### src/rtl/decode_stage_pkg.sv
// Shared trit encodings, opcode map and default field sizes
// for the balanced-ternary decode stage.
package decode_stage_pkg;

  localparam int WORD_SIZE_DEF      = 9;
  localparam int OPCODE_SIZE_DEF    = 3;
  localparam int REG_ADDR_SIZE_DEF  = 2;
  localparam int SMALL_IMM_SIZE_DEF = 2;

  localparam logic [1:0] TRIT_Z = 2'b00;
  localparam logic [1:0] TRIT_P = 2'b01;
  localparam logic [1:0] TRIT_N = 2'b10;
  localparam logic [1:0] TRIT_X = 2'b11;

  // Opcodes are three trits, most significant first
  localparam logic [5:0] OP_NOP   = {TRIT_Z, TRIT_Z, TRIT_Z};
  localparam logic [5:0] OP_NOT   = {TRIT_Z, TRIT_Z, TRIT_P};
  localparam logic [5:0] OP_AND   = {TRIT_Z, TRIT_Z, TRIT_N};
  localparam logic [5:0] OP_OR    = {TRIT_Z, TRIT_P, TRIT_Z};
  localparam logic [5:0] OP_XOR   = {TRIT_Z, TRIT_P, TRIT_P};
  localparam logic [5:0] OP_ADD   = {TRIT_Z, TRIT_P, TRIT_N};
  localparam logic [5:0] OP_SUB   = {TRIT_Z, TRIT_N, TRIT_Z};
  localparam logic [5:0] OP_COMP  = {TRIT_Z, TRIT_N, TRIT_P};
  localparam logic [5:0] OP_ANDI  = {TRIT_Z, TRIT_N, TRIT_N};
  localparam logic [5:0] OP_ADDI  = {TRIT_P, TRIT_Z, TRIT_Z};
  localparam logic [5:0] OP_LT    = {TRIT_P, TRIT_Z, TRIT_P};
  localparam logic [5:0] OP_EQ    = {TRIT_P, TRIT_Z, TRIT_N};
  localparam logic [5:0] OP_LOAD  = {TRIT_P, TRIT_P, TRIT_Z};
  localparam logic [5:0] OP_STORE = {TRIT_P, TRIT_P, TRIT_P};
  localparam logic [5:0] OP_JMP   = {TRIT_P, TRIT_P, TRIT_N};
  localparam logic [5:0] OP_BEQ   = {TRIT_P, TRIT_N, TRIT_Z};
  localparam logic [5:0] OP_LUI   = {TRIT_P, TRIT_N, TRIT_P};

  function automatic logic op_is_alu(input logic [5:0] op);
    case (op)
      OP_NOT, OP_AND, OP_OR, OP_XOR,
      OP_ADD, OP_SUB, OP_COMP, OP_ANDI,
      OP_ADDI, OP_LT, OP_EQ: return 1'b1;
      default:               return 1'b0;
    endcase
  endfunction

  function automatic logic op_defined(input logic [5:0] op);
    case (op)
      OP_NOP, OP_LOAD, OP_STORE,
      OP_JMP, OP_BEQ, OP_LUI: return 1'b1;
      default:                return op_is_alu(op);
    endcase
  endfunction

endpackage

### src/rtl/decode_stage_fields.sv
// Combinational field split, class flags and
// immediate extension for one instruction word.
module decode_fields
  import decode_stage_pkg::*;
#(
  parameter int WORD_SIZE      = WORD_SIZE_DEF,
  parameter int OPCODE_SIZE    = OPCODE_SIZE_DEF,
  parameter int REG_ADDR_SIZE  = REG_ADDR_SIZE_DEF,
  parameter int SMALL_IMM_SIZE = SMALL_IMM_SIZE_DEF
) (
  input  logic [2*WORD_SIZE-1:0]      instr_i,
  output logic [2*OPCODE_SIZE-1:0]    opcode_o,
  output logic [2*REG_ADDR_SIZE-1:0]  reg_dest_o,
  output logic [2*REG_ADDR_SIZE-1:0]  reg_src_o,
  output logic [2*SMALL_IMM_SIZE-1:0] small_imm_o,
  output logic [2*(REG_ADDR_SIZE+SMALL_IMM_SIZE)-1:0] big_imm_o,
  output logic [2*WORD_SIZE-1:0]      imm_ext_o,
  output logic                        is_alu_o,
  output logic                        is_illegal_o
);

  localparam int OW = 2*OPCODE_SIZE;
  localparam int CW = (OW > 6) ? OW : 6;

  logic          bad_trit;
  logic [CW-1:0] opx;
  logic          op_fits;

  assign {opcode_o, reg_dest_o,
          reg_src_o, small_imm_o} = instr_i;

  assign big_imm_o = {reg_src_o, small_imm_o};
  // Balanced ternary is symmetric: zero trits extend any sign
  assign imm_ext_o = (2*WORD_SIZE)'(big_imm_o);

  always_comb begin
    bad_trit = 1'b0;
    for (int i = 0; i < WORD_SIZE; i++) begin
      if (instr_i[2*i +: 2] == TRIT_X) bad_trit = 1'b1;
    end
  end

  assign opx     = CW'(opcode_o);
  assign op_fits = (opx >> 6) == '0;

  assign is_illegal_o = bad_trit
                      | ~(op_fits & op_defined(opx[5:0]));
  assign is_alu_o     = op_fits & op_is_alu(opx[5:0])
                      & ~is_illegal_o;

endmodule

### src/rtl/decode_stage.sv
// Ternary decode stage: decodes each accepted word and
// queues the decoded record for the execute stage.
module decode_stage
  import decode_stage_pkg::*;
#(
  parameter int WORD_SIZE      = WORD_SIZE_DEF,
  parameter int OPCODE_SIZE    = OPCODE_SIZE_DEF,
  parameter int REG_ADDR_SIZE  = REG_ADDR_SIZE_DEF,
  parameter int SMALL_IMM_SIZE = SMALL_IMM_SIZE_DEF,
  parameter int DEPTH          = 4
) (
  input  logic                        clk,
  input  logic                        rst_n,
  input  logic                        flush,
  input  logic                        in_valid,
  output logic                        in_ready,
  input  logic [2*WORD_SIZE-1:0]      instruction,
  output logic                        out_valid,
  input  logic                        out_ready,
  output logic [2*OPCODE_SIZE-1:0]    opcode,
  output logic [2*REG_ADDR_SIZE-1:0]  reg_dest,
  output logic [2*REG_ADDR_SIZE-1:0]  reg_src,
  output logic [2*SMALL_IMM_SIZE-1:0] small_imm,
  output logic [2*(REG_ADDR_SIZE+SMALL_IMM_SIZE)-1:0] big_imm,
  output logic [2*WORD_SIZE-1:0]      imm_ext,
  output logic                        is_alu_operation,
  output logic                        is_illegal,
  output logic [15:0]                 illegal_count
);

  localparam int W2    = 2*WORD_SIZE;
  localparam int OW    = 2*OPCODE_SIZE;
  localparam int RW    = 2*REG_ADDR_SIZE;
  localparam int SW    = 2*SMALL_IMM_SIZE;
  localparam int BW    = RW + SW;
  localparam int REC_W = W2 + BW + W2 + 2;
  localparam int AW    = $clog2(DEPTH);
  localparam int CW    = AW + 1;

  if (WORD_SIZE != OPCODE_SIZE + 2*REG_ADDR_SIZE
                   + SMALL_IMM_SIZE) begin : g_bad_word
    $error("decode_stage: WORD_SIZE does not match fields");
  end
  if (DEPTH < 2 || (DEPTH & (DEPTH-1)) != 0) begin : g_bad_depth
    $error("decode_stage: DEPTH must be a power of two >= 2");
  end

  logic [OW-1:0] d_op;
  logic [RW-1:0] d_rd;
  logic [RW-1:0] d_rs;
  logic [SW-1:0] d_si;
  logic [BW-1:0] d_big;
  logic [W2-1:0] d_ext;
  logic          d_alu;
  logic          d_ill;

  decode_fields #(
    .WORD_SIZE      (WORD_SIZE),
    .OPCODE_SIZE    (OPCODE_SIZE),
    .REG_ADDR_SIZE  (REG_ADDR_SIZE),
    .SMALL_IMM_SIZE (SMALL_IMM_SIZE)
  ) u_fields (
    .instr_i      (instruction),
    .opcode_o     (d_op),
    .reg_dest_o   (d_rd),
    .reg_src_o    (d_rs),
    .small_imm_o  (d_si),
    .big_imm_o    (d_big),
    .imm_ext_o    (d_ext),
    .is_alu_o     (d_alu),
    .is_illegal_o (d_ill)
  );

  logic [REC_W-1:0] rec_in;
  logic [REC_W-1:0] rec_out;
  logic [REC_W-1:0] mem_q [DEPTH];

  logic [AW-1:0] wr_ptr_q, wr_ptr_d;
  logic [AW-1:0] rd_ptr_q, rd_ptr_d;
  logic [CW-1:0] cnt_q, cnt_d;
  logic          rdy_q, rdy_d;
  logic [15:0]   ill_cnt_q, ill_cnt_d;
  logic          push, pop;

  assign rec_in = {d_op, d_rd, d_rs, d_si,
                   d_big, d_ext, d_alu, d_ill};

  assign out_valid = cnt_q != '0;
  assign in_ready  = rdy_q;
  assign push = in_valid & rdy_q & ~flush;
  assign pop  = out_valid & out_ready & ~flush;

  always_comb begin
    wr_ptr_d  = wr_ptr_q;
    rd_ptr_d  = rd_ptr_q;
    cnt_d     = cnt_q;
    ill_cnt_d = ill_cnt_q;
    if (flush) begin
      wr_ptr_d = '0;
      rd_ptr_d = '0;
      cnt_d    = '0;
    end else begin
      if (push) wr_ptr_d = wr_ptr_q + AW'(1);
      if (pop)  rd_ptr_d = rd_ptr_q + AW'(1);
      cnt_d = cnt_q + CW'(push) - CW'(pop);
      if (push && d_ill && ill_cnt_q != 16'hFFFF)
        ill_cnt_d = ill_cnt_q + 16'd1;
    end
    // Ready is registered, so it stays low through reset
    rdy_d = cnt_d != CW'(DEPTH);
  end

  always_ff @(posedge clk or negedge rst_n) begin
    if (!rst_n) begin
      wr_ptr_q  <= '0;
      rd_ptr_q  <= '0;
      cnt_q     <= '0;
      rdy_q     <= 1'b0;
      ill_cnt_q <= '0;
    end else begin
      wr_ptr_q  <= wr_ptr_d;
      rd_ptr_q  <= rd_ptr_d;
      cnt_q     <= cnt_d;
      rdy_q     <= rdy_d;
      ill_cnt_q <= ill_cnt_d;
    end
  end

  always_ff @(posedge clk) begin
    if (push) mem_q[wr_ptr_q] <= rec_in;
  end

  assign rec_out = out_valid ? mem_q[rd_ptr_q] : '0;

  assign {opcode, reg_dest, reg_src, small_imm,
          big_imm, imm_ext,
          is_alu_operation, is_illegal} = rec_out;

  assign illegal_count = ill_cnt_q;

endmodule

### config.mk
export PLATFORM = sky130hd
export DESIGN_NAME = decode_stage
export DESIGN_NICKNAME = d
export VERILOG_FILES = /design/src/rtl/decode_stage_pkg.sv /design/src/rtl/decode_stage_fields.sv /design/src/rtl/decode_stage.sv
export SDC_FILE = /design/constraint.sdc
export NUM_CORES = 1
export LEC_CHECK = 0
export ABC_CLOCK_PERIOD_IN_PS = 5600
export CAP_MARGIN = 25
export CORE_UTILIZATION = 47
export DETAILED_ROUTE_END_ITERATION = 8
export GPL_TIMING_DRIVEN = 0
export PLACE_DENSITY = 0.74
export SYNTH_ARGS = -nofsm -noshare
export SYNTH_HDL_FRONTEND = slang
export SYNTH_SLANG_ARGS = --single-unit
### constraint.sdc
create_clock -name clk -period 5.6 [get_ports clk]
set_input_delay 1.4 -clock clk [delete_from_list [all_inputs] [get_ports clk]]
set_output_delay 1.4 -clock clk [all_outputs]
set_load 0.01 [all_outputs]
* Yosys cells after proc, flatten, opt, wreduce, memory -nomap -nowiden
Memory sizes are Yosys's and may differ from the RTL's.
Cells that the tools add are included.
** Word-level totals
- Memory bits (writable) :: 144
- Memories kept :: 3
- Output and inout bits :: 64
- Register bits after elaboration :: 24
- Word-level logic and storage cells :: 66
- Bits in read-only memories :: 64
** Operators by class
- $add $sub $neg :: 5
- Equal/unequal tests :: 16
- Bitwise logic cells :: 9
- Muxes and demuxes :: 20
- Reductions and logical operators :: 8
** Memory list
- mem_q :: depth 4, width 36, read ports 1, clocked after memory_dff 0, wr ports 1, RTL line decode_stage.sv:76 : logic [REC_W-1:0] mem_q [DEPTH];
- (no name shown) :: depth 32, width 1, read ports 1, clocked after memory_dff 0, wr ports 0, RTL line decode_stage_pkg.sv:35 : case (op)
- (no name shown) :: depth 32, width 1, read ports 1, clocked after memory_dff 0, wr ports 0, RTL line decode_stage_pkg.sv:35
** Operators by type and width (count)
- $mux 46 :: 1
- $eq 6x5->1 const B :: 5
- $eq 2x2->1 const B :: 9
- $add 16x1->16 const B :: 1
- $ne 16x16->1 const B :: 1
- $mux 1 :: 14
- $mux 2 :: 4
- $logic_not 6->1 :: 1
- $reduce_or 6->1 :: 1
- $and 1x1->1 :: 5
- $add 2x1->2 const B :: 2
- $reduce_bool 2->1 :: 2
- $add 3x1->3 :: 1
- $mux 3 :: 1
- $ne 3x3->1 const B :: 1
- $not 1->1 :: 3
- $reduce_bool 3->1 :: 1
- $sub 3x1->3 :: 1
- $logic_and 1x1->1 :: 2
- $reduce_and 2->1 :: 1
- $or 1x1->1 :: 1

* Longest topological paths before layout
Gate-level depths: netlist (run 1).
- Word-level depth :: 14
- Depth in mapped cells :: 12
- Gate-level depth less buffers :: 12

* Hierarchy
A second synthesis (run 1) with hierarchy kept.
** Second synthesis, totals
- Cells, all modules :: 479
- Area total of the unflattened synthesis :: 8774.7 um^2
** Modules (own cells, without submodules)
- decode_stage :: area an instance 8267.9 um^2, cells each 412, instances 1
- decode_fields :: area an instance 506.7 um^2, cells each 67, instances 1

* Worst setup path after synthesis (run 1)
No wires, ideal clock.
- Path kind :: input-to-reg
- From :: input port flush
- To :: register rdy_q (netlist: in_ready)
- Stages :: 12
- Data required time :: 5.473 ns
- Setup slack :: 2.328 ns
- Library setup time :: 0.127 ns
- Data arrival time :: 3.145 ns
- Buffers on the path :: 1
- Cells stage by stage :: clkbuf_1 > nor2_1 > inv_1 > ha_1 > inv_1 > ha_1 > inv_1 > fa_1 > xor2_1 > xnor2_1 > nor2_1 > nand3b_1
** On the way
- Cells in the longest elaborated chain, start to end :: 6
- Elaborated cells on any way between the ends :: 7
- Those cells by class :: 2 x add/sub; 1 x eq/ne; 1 x mux; 3 x bitwise
** Ends and longest elaborated chain
- start: declaration :: RTL line decode_stage.sv:14 : input logic flush,
- $not 1->1 (no line)
- $and 1x1->1 :: RTL line decode_stage.sv:90 : assign push = in_valid & rdy_q & ~flush;
- $add 3x1->3 :: RTL line decode_stage.sv:105 : cnt_d = cnt_q + CW'(push) - CW'(pop);
- $sub 3x1->3 :: RTL line decode_stage.sv:105
- $mux 3 (*) :: RTL line decode_stage.sv:98 : if (flush) begin
- named net cnt_d[2] :: RTL line decode_stage.sv:80 : logic [CW-1:0] cnt_q, cnt_d;
- $ne 3x3->1 (*) :: RTL line decode_stage.sv:110 : rdy_d = cnt_d != CW'(DEPTH);
- named net rdy_d :: RTL line decode_stage.sv:81 : logic rdy_q, rdy_d;
- end signal: assignment :: RTL line decode_stage.sv:124 : rdy_q <= rdy_d;
- end: declaration :: RTL line decode_stage.sv:81
Mark *: on every way through the listed nets, which the timed path passes. The rest lies on a longest branch.
A chain may end at the register's enable or synchronous reset.

* Worst setup path in the final report (run 1)
- From :: register rd_ptr_q[0]
- To :: output port imm_ext[1]
** On the way
- Cells in the longest elaborated chain, start to end :: 2
** Ends and longest elaborated chain
- start: declaration :: RTL line decode_stage.sv:79 : logic [AW-1:0] rd_ptr_q, rd_ptr_d;
- start signal: assignment :: RTL line decode_stage.sv:122 : rd_ptr_q <= rd_ptr_d;
- $mem_v2 4x36
- $mux 46 :: RTL line decode_stage.sv:133 : assign rec_out = out_valid ? mem_q[rd_ptr_q] : '0;
- end: declaration :: RTL line decode_stage.sv:25 : output logic [2*WORD_SIZE-1:0] imm_ext,
No other way between the ends.

==> impl_metrics.ini, run 1 <==
[yosys]
post-synth-top-area-cell = edfxtp_1
async_reset_ff_share_pct = 23.1
synth_edf_count = 80
syn_avg_cell_area_sq_um = 15.9
synth_area_sq_um = 4650
ys_ff_latch = 104
synth_flop_cell = edfxtp_1
synthDistinctLibCells = 38
ys_seq_area_share_pct = 64.6
syn-instance-count = 292
yosysTopAreaCellShare_pct = 51.7
yosys-top-cells-area = edfxtp_1 (52%), dfrtp_1 (13%), mux4_2 (9.7%)
yosys_warnings = 0

[layout]
multi_input_area_sq_um = 1400
final_common_cell = edfxtp_1
antenna_cells = 0
stdcell_area_sq_um = 5910
seq_area_sq_um = 3000
layout_common_cells = edfxtp_1 (80), clkdlybuf4s50_1 (75), and2_1 (26), buf_4 (26), dfrtp_1 (24)
area_delta_synth_final_pct = 27.1
drive_gt1_share_pct = 20.0
fill_cells = 697
final_nets = 426

[run_status]
status = finished clean

[route]
routed_via_density = 5.07
final_antenna_net_count = 0
drt_first_pass_iters = 4
drtIter0Drc = 115
drcViolationCount = 0
via_count = 2657
wire_per_inst_microns = 16.3
finalWirelength_mm = 8.55

[hold_path]
hp-start = illegal_count[9]$_DFFE_PN0P_
hp-class = reg2reg

[place]
port_buffers = 75
dpl.hpwl_mm = 5.86
gp_congestion = 0.785
placed_cell_area_sq_um = 5630

[grt]
track_usage_pct = 17.8
grt_max_degree = 21
antenna_found_initial = 0
overflow = 0
grt_pass1_vias = 2630
grt_first_pass_wirelength_mm = 13.3

[timing]
grt_setup_unrepaired = false
skew_ps = 7.89
finalSetupViolations = 0
hold_viol_final = 0
fin_tns_setup_ps = 0
relSlewSlack_pct = 30.3
drv_slew = 0
max_freq_mhz = 254
fin_crit_ps = 3930
min_period_over_period_pct = 70.2
worstMarginPinSlew_ps = 1050

[worst_setup_path]
r2r_cells = 12
criticalPathCategory = reg2out
end_kind = primary output
path_delay_family = buffers and inverters
critical_path_required_ps = 4200
slowest_delay_ps = 560
crit_fanout = 10
rr_endpoint = in_ready$_DFF_PN0_
path_depth = 5
start_kind = flip-flop
slowest_stage = mux4_2
reg2reg_setup_slack_ps = 3000
arrival_ps = 2530
endpoint = imm_ext[1]
r2r-start = cnt_q[1]$_DFF_PN0_
crit_chain = buf_2 -> mux4_2 -> and2_1 -> buf_4 -> clkdlybuf4s50_1
timing.critical_path.buf_inv = 3
startpoint = rd_ptr_q[0]$_DFFE_PN0P_

[clock_tree]
cts_resized = 0
cts_setup_buffers = 0
clock-sinks = 104
hold_buffers = 0
tritoncts = yes
cts_buffers = 9
clk_pin_slew_worst_paths_ps = 90
cts_buffer_depth = 2
clk_latency_ps = 360
root_buffer = clkbuf_8
h-tree-depth = 3

[floorplan]
die_w_microns = 101
die_area_sq_um = 10300
initial_utilization_pct = 49.3
rows = 35
die_y_microns = 101
ioPinCount = 87
core_area_sq_um = 9420

[power_and_ir_drop]
ir_drop_uv = 194
power_density_nw_per_um2 = 403
p_leak_nw = 2.14

[job]
drv_cap = 0
==> synth_stat cells (all sizes together) (3+ instances only) <==
master,count
xnor2,18
nand3,10
mux4,20
ha,11
and2,26
dfrtp,24
clkbuf,5
nand4,7
inv,9
a21oi,4
nand2,7
xor2,3
and3,6
nor2,11
edfxtp,80
buf,30
==> worst reg2reg max path, cell delays in order, from the launching register on <==
cell      delay (ps)
dfrtp_1          430
or3_1            460
nand2_1          140
nor2_1            50
ha_1             290
inv_1             60
ha_1             130
inv_1             40
fa_1             370
xor2_1           160
xnor2_1          120
nor2_1           130
nand3b_1         110
==> sequential cells by signal, indices dropped and copies added, names as in the netlist <==
register,count
rd_ptr_q,2
illegal_count,16
cnt_q,3
mem_q,80
in_ready,1
wr_ptr_q,2
==> logic make-up (layout without fill, tap and decap cells) <==
logic type | Yosys count | in the layout | share of synthesized area (%)
AO/OA/AOI/OAI | 12 | 12 | 2.24
XOR/XNOR | 21 | 21 | 3.96
adder cells (fa/ha/maj) | 12 | 12 | 3.39
buffers and inverters | 44 | 138 | 6.03
flip-flops | 104 | 104 | 64.6
multiplexers | 21 | 21 | 10.0
other | 1 | 10 | 0.0807
AND/OR/NAND/NOR | 77 | 77 | 9.64
==> layer usage <==
layer / wire length (microns) / part of all wire (%) / GRT usage [%]
met5: 0 / 0 / 0
met4: 108 / 1.3 / 6.80
met3: 504 / 5.9 / 4.35
met2: 4370 / 51 / 30.7
met1: 3570 / 42 / 21.7
==> through the flow <==
step / hold slack (ps) / worst slack (ps) / std cells / power (mW) / util, %
floorplan: 519 / 2330 / 301 / 1.47 / -
global placement: 476 / 1790 / 505 / 1.87 / 59.4
detailed placement: 487 / 1720 / 507 / 1.90 / 59.8
CTS: 506 / 1610 / 522 / 2.40 / 62.1
global route: 523 / 1510 / 524 / 2.51 / 62.7
finish: 498 / 1670 / 524 / 2.38 / 62.7
==> report_power, final <==
part	internal (mW)	total, mW	switching [mW]	leakage, nW
registers	0.906	0.955	0.0492	1.04
clock network	0.253	0.503	0.250	0.108
logic	0.544	0.923	0.379	0.996
total	1.70	2.38	0.678	2.14
==> worst min path at each step <==
stage / to / slack [ps] / cells past startpoint
finish: illegal_count[9]$_DFFE_PN0P_ / 500 / 1
global route: illegal_count[12]$_DFFE_PN0P_ / 520 / 1
CTS: illegal_count[9]$_DFFE_PN0P_ / 510 / 1
detailed placement: illegal_count[9]$_DFFE_PN0P_ / 490 / 1
global placement: illegal_count[12]$_DFFE_PN0P_ / 480 / 1
floorplan: illegal_count[12]$_DFFE_PN0P_ / 520 / 1
==> area by class of cell <==
type                            instances  share of cell area [%]
Inverter                                9                   0.572
Clock inverter                          6                    1.57
Clock buffer                            9                    2.10
Sequential cell                       104                    50.8
Timing Repair Buffer                   79                    14.4
Buffer                                 35                    4.17
Multi-Input combinational cell        153                    23.6
Tap cell                              129                    2.73
(Power assumes the default switching activity.)
==> run 2, diff against run 1 <==
--- a/config.mk
+++ b/config.mk
@@ -5,12 +5,12 @@
 export SDC_FILE = /design/constraint.sdc
 export NUM_CORES = 1
 export LEC_CHECK = 0
-export ABC_CLOCK_PERIOD_IN_PS = 5600
+export ABC_CLOCK_PERIOD_IN_PS = 3600
 export CAP_MARGIN = 25
 export CORE_UTILIZATION = 47
 export DETAILED_ROUTE_END_ITERATION = 8
 export GPL_TIMING_DRIVEN = 0
-export PLACE_DENSITY = 0.74
+export PLACE_DENSITY = 0.77
 export SYNTH_ARGS = -nofsm -noshare
 export SYNTH_HDL_FRONTEND = slang
 export SYNTH_SLANG_ARGS = --single-unit
==> constraint.sdc (replaced) <==
create_clock -name clk -period 3.6 [get_ports clk]
set_input_delay 0.9 -clock clk [delete_from_list [all_inputs] [get_ports clk]]
set_output_delay 0.9 -clock clk [all_outputs]
set_load 0.01 [all_outputs]
==> impl_metrics.ini, run 2 (synthesis gave the netlist of run 1 again) <==
[run_status]
status = finished clean

[grt]
grt_pass1_vias = 2623
track_usage_pct = 17.2
grt_max_degree = 21
antenna_found_initial = 0
grt_first_pass_wirelength_mm = 12.9
overflow = 0

[worst_setup_path]
critical_path_required_ps = 2700
rr_endpoint = in_ready$_DFF_PN0_
start_kind = flip-flop
crit_chain = buf_2 -> mux4_2 -> and2_1 -> buf_4 -> clkdlybuf4s50_1
r2r_cells = 12
arrival_ps = 2510
reg2reg_setup_slack_ps = 1020
criticalPathCategory = reg2out
timing.critical_path.buf_inv = 3
slowest_stage = mux4_2
end_kind = primary output
path_delay_family = buffers and inverters
slowest_delay_ps = 550
crit_fanout = 10
r2r-start = cnt_q[1]$_DFF_PN0_

[layout]
largest-register = mem_q
final_nets = 427
stdcell_area_sq_um = 5890
layout_common_cells = edfxtp_1 (80), clkdlybuf4s50_1 (75), and2_1 (26), buf_4 (26), dfrtp_1 (24)
fill_cells = 698
area_delta_synth_final_pct = 26.7
largest_reg_flops = 80
drive_gt1_share_pct = 19.9
final_common_cell = edfxtp_1
antenna_cells = 0
layoutNonFillerInstCount = 526

[route]
wl_met1_mm = 3.63
final_antenna_net_count = 0
wire_per_inst_microns = 15.5
drcViolationCount = 0
wl_met3_microns = 490
via_count = 2633
wl_met2_mm = 3.94
routed_via_density = 5.01
maxUsedRoutingLayer = met4
drt_first_pass_iters = 4
finalWirelength_mm = 8.17
drtIter0Drc = 119

[clock_tree]
cts_buffer_depth = 2
clock-sinks = 104
clk_latency_ps = 340
cts_setup_buffers = 0
clk_pin_slew_worst_paths_ps = 90
hold_buffers = 0
root_buffer = clkbuf_8
cts_resized = 0
tritoncts = yes
h-tree-depth = 3
cts_buffers = 9

[timing]
fin_tns_setup_ps = 0
min_period_over_period_pct = 94.7
fin_crit_ps = 3410
finalSetupViolations = 0
max_freq_mhz = 293
drv_slew = 0
finalWorstSetupSlack_ps = 191
worstMarginPinSlew_ps = 759
hold_viol_final = 0
relSlewSlack_pct = 49.4
skew_ps = 7.87
grt_setup_unrepaired = false

[power_and_ir_drop]
ir_drop_uv = 370
power.total_mw = 3.61
power_density_nw_per_um2 = 613
p_leak_nw = 2.13

[place]
dp_cells = 506
dpl.hpwl_mm = 5.66
preCtsSetupSlack_ps = 211
placed_cell_area_sq_um = 5620
gp_congestion = 0.792
port_buffers = 75

[floorplan]
die_w_microns = 101
ioPinCount = 87
rows = 35
initial_utilization_pct = 49.3
die_area_sq_um = 10300
die_y_microns = 101
core_area_sq_um = 9420

[hold_path]
hp-start = illegal_count[9]$_DFFE_PN0P_
hp-class = reg2reg
hold_depth = 1
holdPathEnd = illegal_count[9]$_DFFE_PN0P_

[job]
drv_cap = 0
run 2: worst reg2reg max path: stages (launching register included):
cell,delay [ps]
dfrtp_1,420
or3_1,450
nand2_1,140
nor2_1,50
ha_1,290
inv_1,60
ha_1,130
inv_1,40
fa_1,370
xor2_1,170
xnor2_1,130
nor2_1,130
nand3b_1,100
run 2: power by group:
part           switching, mW  internal, mW  leakage [nW]
combinational          0.588         0.845         0.998
sequential            0.0737          1.41          1.04
clock                  0.367         0.324        0.0945
total                   1.03          2.58          2.13
run 2: how the worst max path moves through the flow:
stage,from,end,slack [ps],depth (start not counted)
after floorplan,flush,in_ready$_DFF_PN0_,830,12
after global placement,in_valid,in_ready$_DFF_PN0_,310,13
after detailed placement,in_valid,in_ready$_DFF_PN0_,210,13
after CTS,rd_ptr_q[0]$_DFFE_PN0P_,imm_ext[0],130,5
after global routing,rd_ptr_q[0]$_DFFE_PN0P_,imm_ext[0],40,5
final,rd_ptr_q[0]$_DFFE_PN0P_,imm_ext[0],190,5
run 2: final cells by class:
type | instances | area (sq um) | share of cell area [%]
plain buffers | 35 | 246 | 4.19
clock buffers | 10 | 128 | 2.17
clock inverters | 6 | 67.6 | 1.15
inverters | 9 | 33.8 | 0.574
multi-input cells | 153 | 1400 | 23.7
flip-flops and latches | 104 | 3000 | 51.0
well taps | 129 | 161 | 2.74
repair buffers | 80 | 851 | 14.5
run 2: routing by layer:
layer / up-vias / global-route usage (%)
li1: 1238 / -
met1: 1294 / 22.1
met2: 91 / 28.9
met3: 10 / 4.42
met4: 0 / 5.02
met5: - / 0
run 2: stage by stage:
step	hold WS [ps]	utilization, %
after global placement	484	59.4
after floorplan	519	-
after CTS	510	61.8
after detailed placement	490	59.7
after global routing	533	62.5
final	503	62.5
==> run 3, diff against run 2 <==
--- a/config.mk
+++ b/config.mk
@@ -9,7 +9,7 @@
 export CAP_MARGIN = 25
 export CORE_UTILIZATION = 47
 export DETAILED_ROUTE_END_ITERATION = 8
-export GPL_TIMING_DRIVEN = 0
+export GPL_TIMING_DRIVEN = 1
 export PLACE_DENSITY = 0.77
 export SYNTH_ARGS = -nofsm -noshare
 export SYNTH_HDL_FRONTEND = slang
==> impl_metrics.ini, run 3 (synthesis gave the netlist of run 1 again) <==
[run_status]
status = finished clean

[floorplan]
rows = 35
ioPinCount = 87
core_area_sq_um = 9420
initial_utilization_pct = 49.3
die_area_sq_um = 10300
die_y_microns = 101
die_w_microns = 101

[hold_path]
holdPathEnd = illegal_count[12]$_DFFE_PN0P_
hp-class = reg2reg
hold_depth = 1
hp-start = illegal_count[12]$_DFFE_PN0P_

[clock_tree]
clk_pin_slew_worst_paths_ps = 100
clk_latency_ps = 360
hold_buffers = 0
tritoncts = yes
cts_setup_buffers = 0
root_buffer = clkbuf_8
h-tree-depth = 3
cts_buffer_depth = 2
clock-sinks = 104
cts_buffers = 9
cts_resized = 0

[timing]
min_period_over_period_pct = 91.6
worstMarginPinSlew_ps = 757
grt_setup_unrepaired = false
fin_tns_setup_ps = 0
max_freq_mhz = 303
fin_crit_ps = 3300
drv_slew = 0
finalSetupViolations = 0
hold_viol_final = 0
relSlewSlack_pct = 49.5
skew_ps = 8.05

[grt]
track_usage_pct = 18.0
grt_max_degree = 25
grt_first_pass_wirelength_mm = 13.5
grt_pass1_vias = 2716
antenna_found_initial = 0
overflow = 0

[layout]
largest-register = mem_q
fill_cells = 706
drive_gt1_share_pct = 14.9
area_delta_synth_final_pct = 21.1
final_common_cell = edfxtp_1
layout_common_cells = edfxtp_1 (80), clkdlybuf4s50_1 (76), and2_1 (26)
final_nets = 398
antenna_cells = 0
largest_reg_flops = 80
final_core_util_pct = 59.7

[power_and_ir_drop]
power_density_nw_per_um2 = 616
power.total_mw = 3.46
p_leak_nw = 1.97
ir_drop_uv = 313

[worst_setup_path]
r2r-start = cnt_q[1]$_DFF_PN0_
rr_endpoint = in_ready$_DFF_PN0_
critical_path_required_ps = 2700
end_kind = primary output
start_kind = flip-flop
r2r_cells = 12
reg2reg_setup_slack_ps = 660
arrival_ps = 2400
criticalPathCategory = reg2out
crit_fanout = 20

[place]
dpl.hpwl_mm = 5.67
port_buffers = 76
gp_congestion = 0.770

[route]
drcViolationCount = 0
via_count = 2592
routed_via_density = 5.22
finalWirelength_mm = 8.42
drt_first_pass_iters = 4
drtIter0Drc = 121
final_antenna_net_count = 0
wire_per_inst_microns = 16.9

[job]
drv_cap = 0
## run 3: through the flow
step           setup slack (ps)  instance area (sq um)  hold slack [ps]  cells
6_report                    304                   5630              515    497
5_1_grt                     151                   5630              550    497
4_1_cts                     246                   5630              517    497
3_5_place_dp                257                   5430              497    481
3_3_place_gp                348                   5430              488    481
2_1_floorplan               828                   4680              519    301
## run 3: worst max-delay path, cell delays in order (launching register included)
cell             delay (ps)
dfrtp_1                 390
buf_4                   400
mux4_2                  550
and2_1                  200
clkdlybuf4s50_1         490
## run 3: power breakdown
group	internal [mW]	total, mW	switching [mW]
registers	1.41	1.48	0.0742
logic	0.720	1.28	0.557
clock network	0.321	0.704	0.383
total	2.45	3.46	1.01
## run 3: final cells by class
type	count	area (sq um)	share of cell area, %
Sequential cell	104	3000	53.4
Multi-Input combinational cell	153	1400	24.8
Timing Repair Buffer	86	836	14.9
Tap cell	129	161	2.87
Clock buffer	9	124	2.20
Clock inverter	7	71.3	1.27
Inverter	9	33.8	0.601
## run 3: how the worst max path moves through the flow
stage,from,to,slack (ps),cells past startpoint
floorplan,flush,in_ready$_DFF_PN0_,830,12
global placement,in_valid,in_ready$_DFF_PN0_,350,13
detailed placement,in_valid,in_ready$_DFF_PN0_,260,13
CTS,rd_ptr_q[0]$_DFFE_PN0P_,big_imm[6],250,4
global route,rd_ptr_q[0]$_DFFE_PN0P_,big_imm[6],150,4
finish,rd_ptr_q[0]$_DFFE_PN0P_,imm_ext[6],300,4
## run 3: routing by layer
metal | GRT usage (%) | share of wire (%) | up-vias
met3 | 3.73 | 5.7 | 13
met2 | 30.6 | 50 | 100
met4 | 6.69 | 1.3 | 0
li1 | - | - | 1184
met1 | 22.8 | 42 | 1295
met5 | 0 | 0 | -
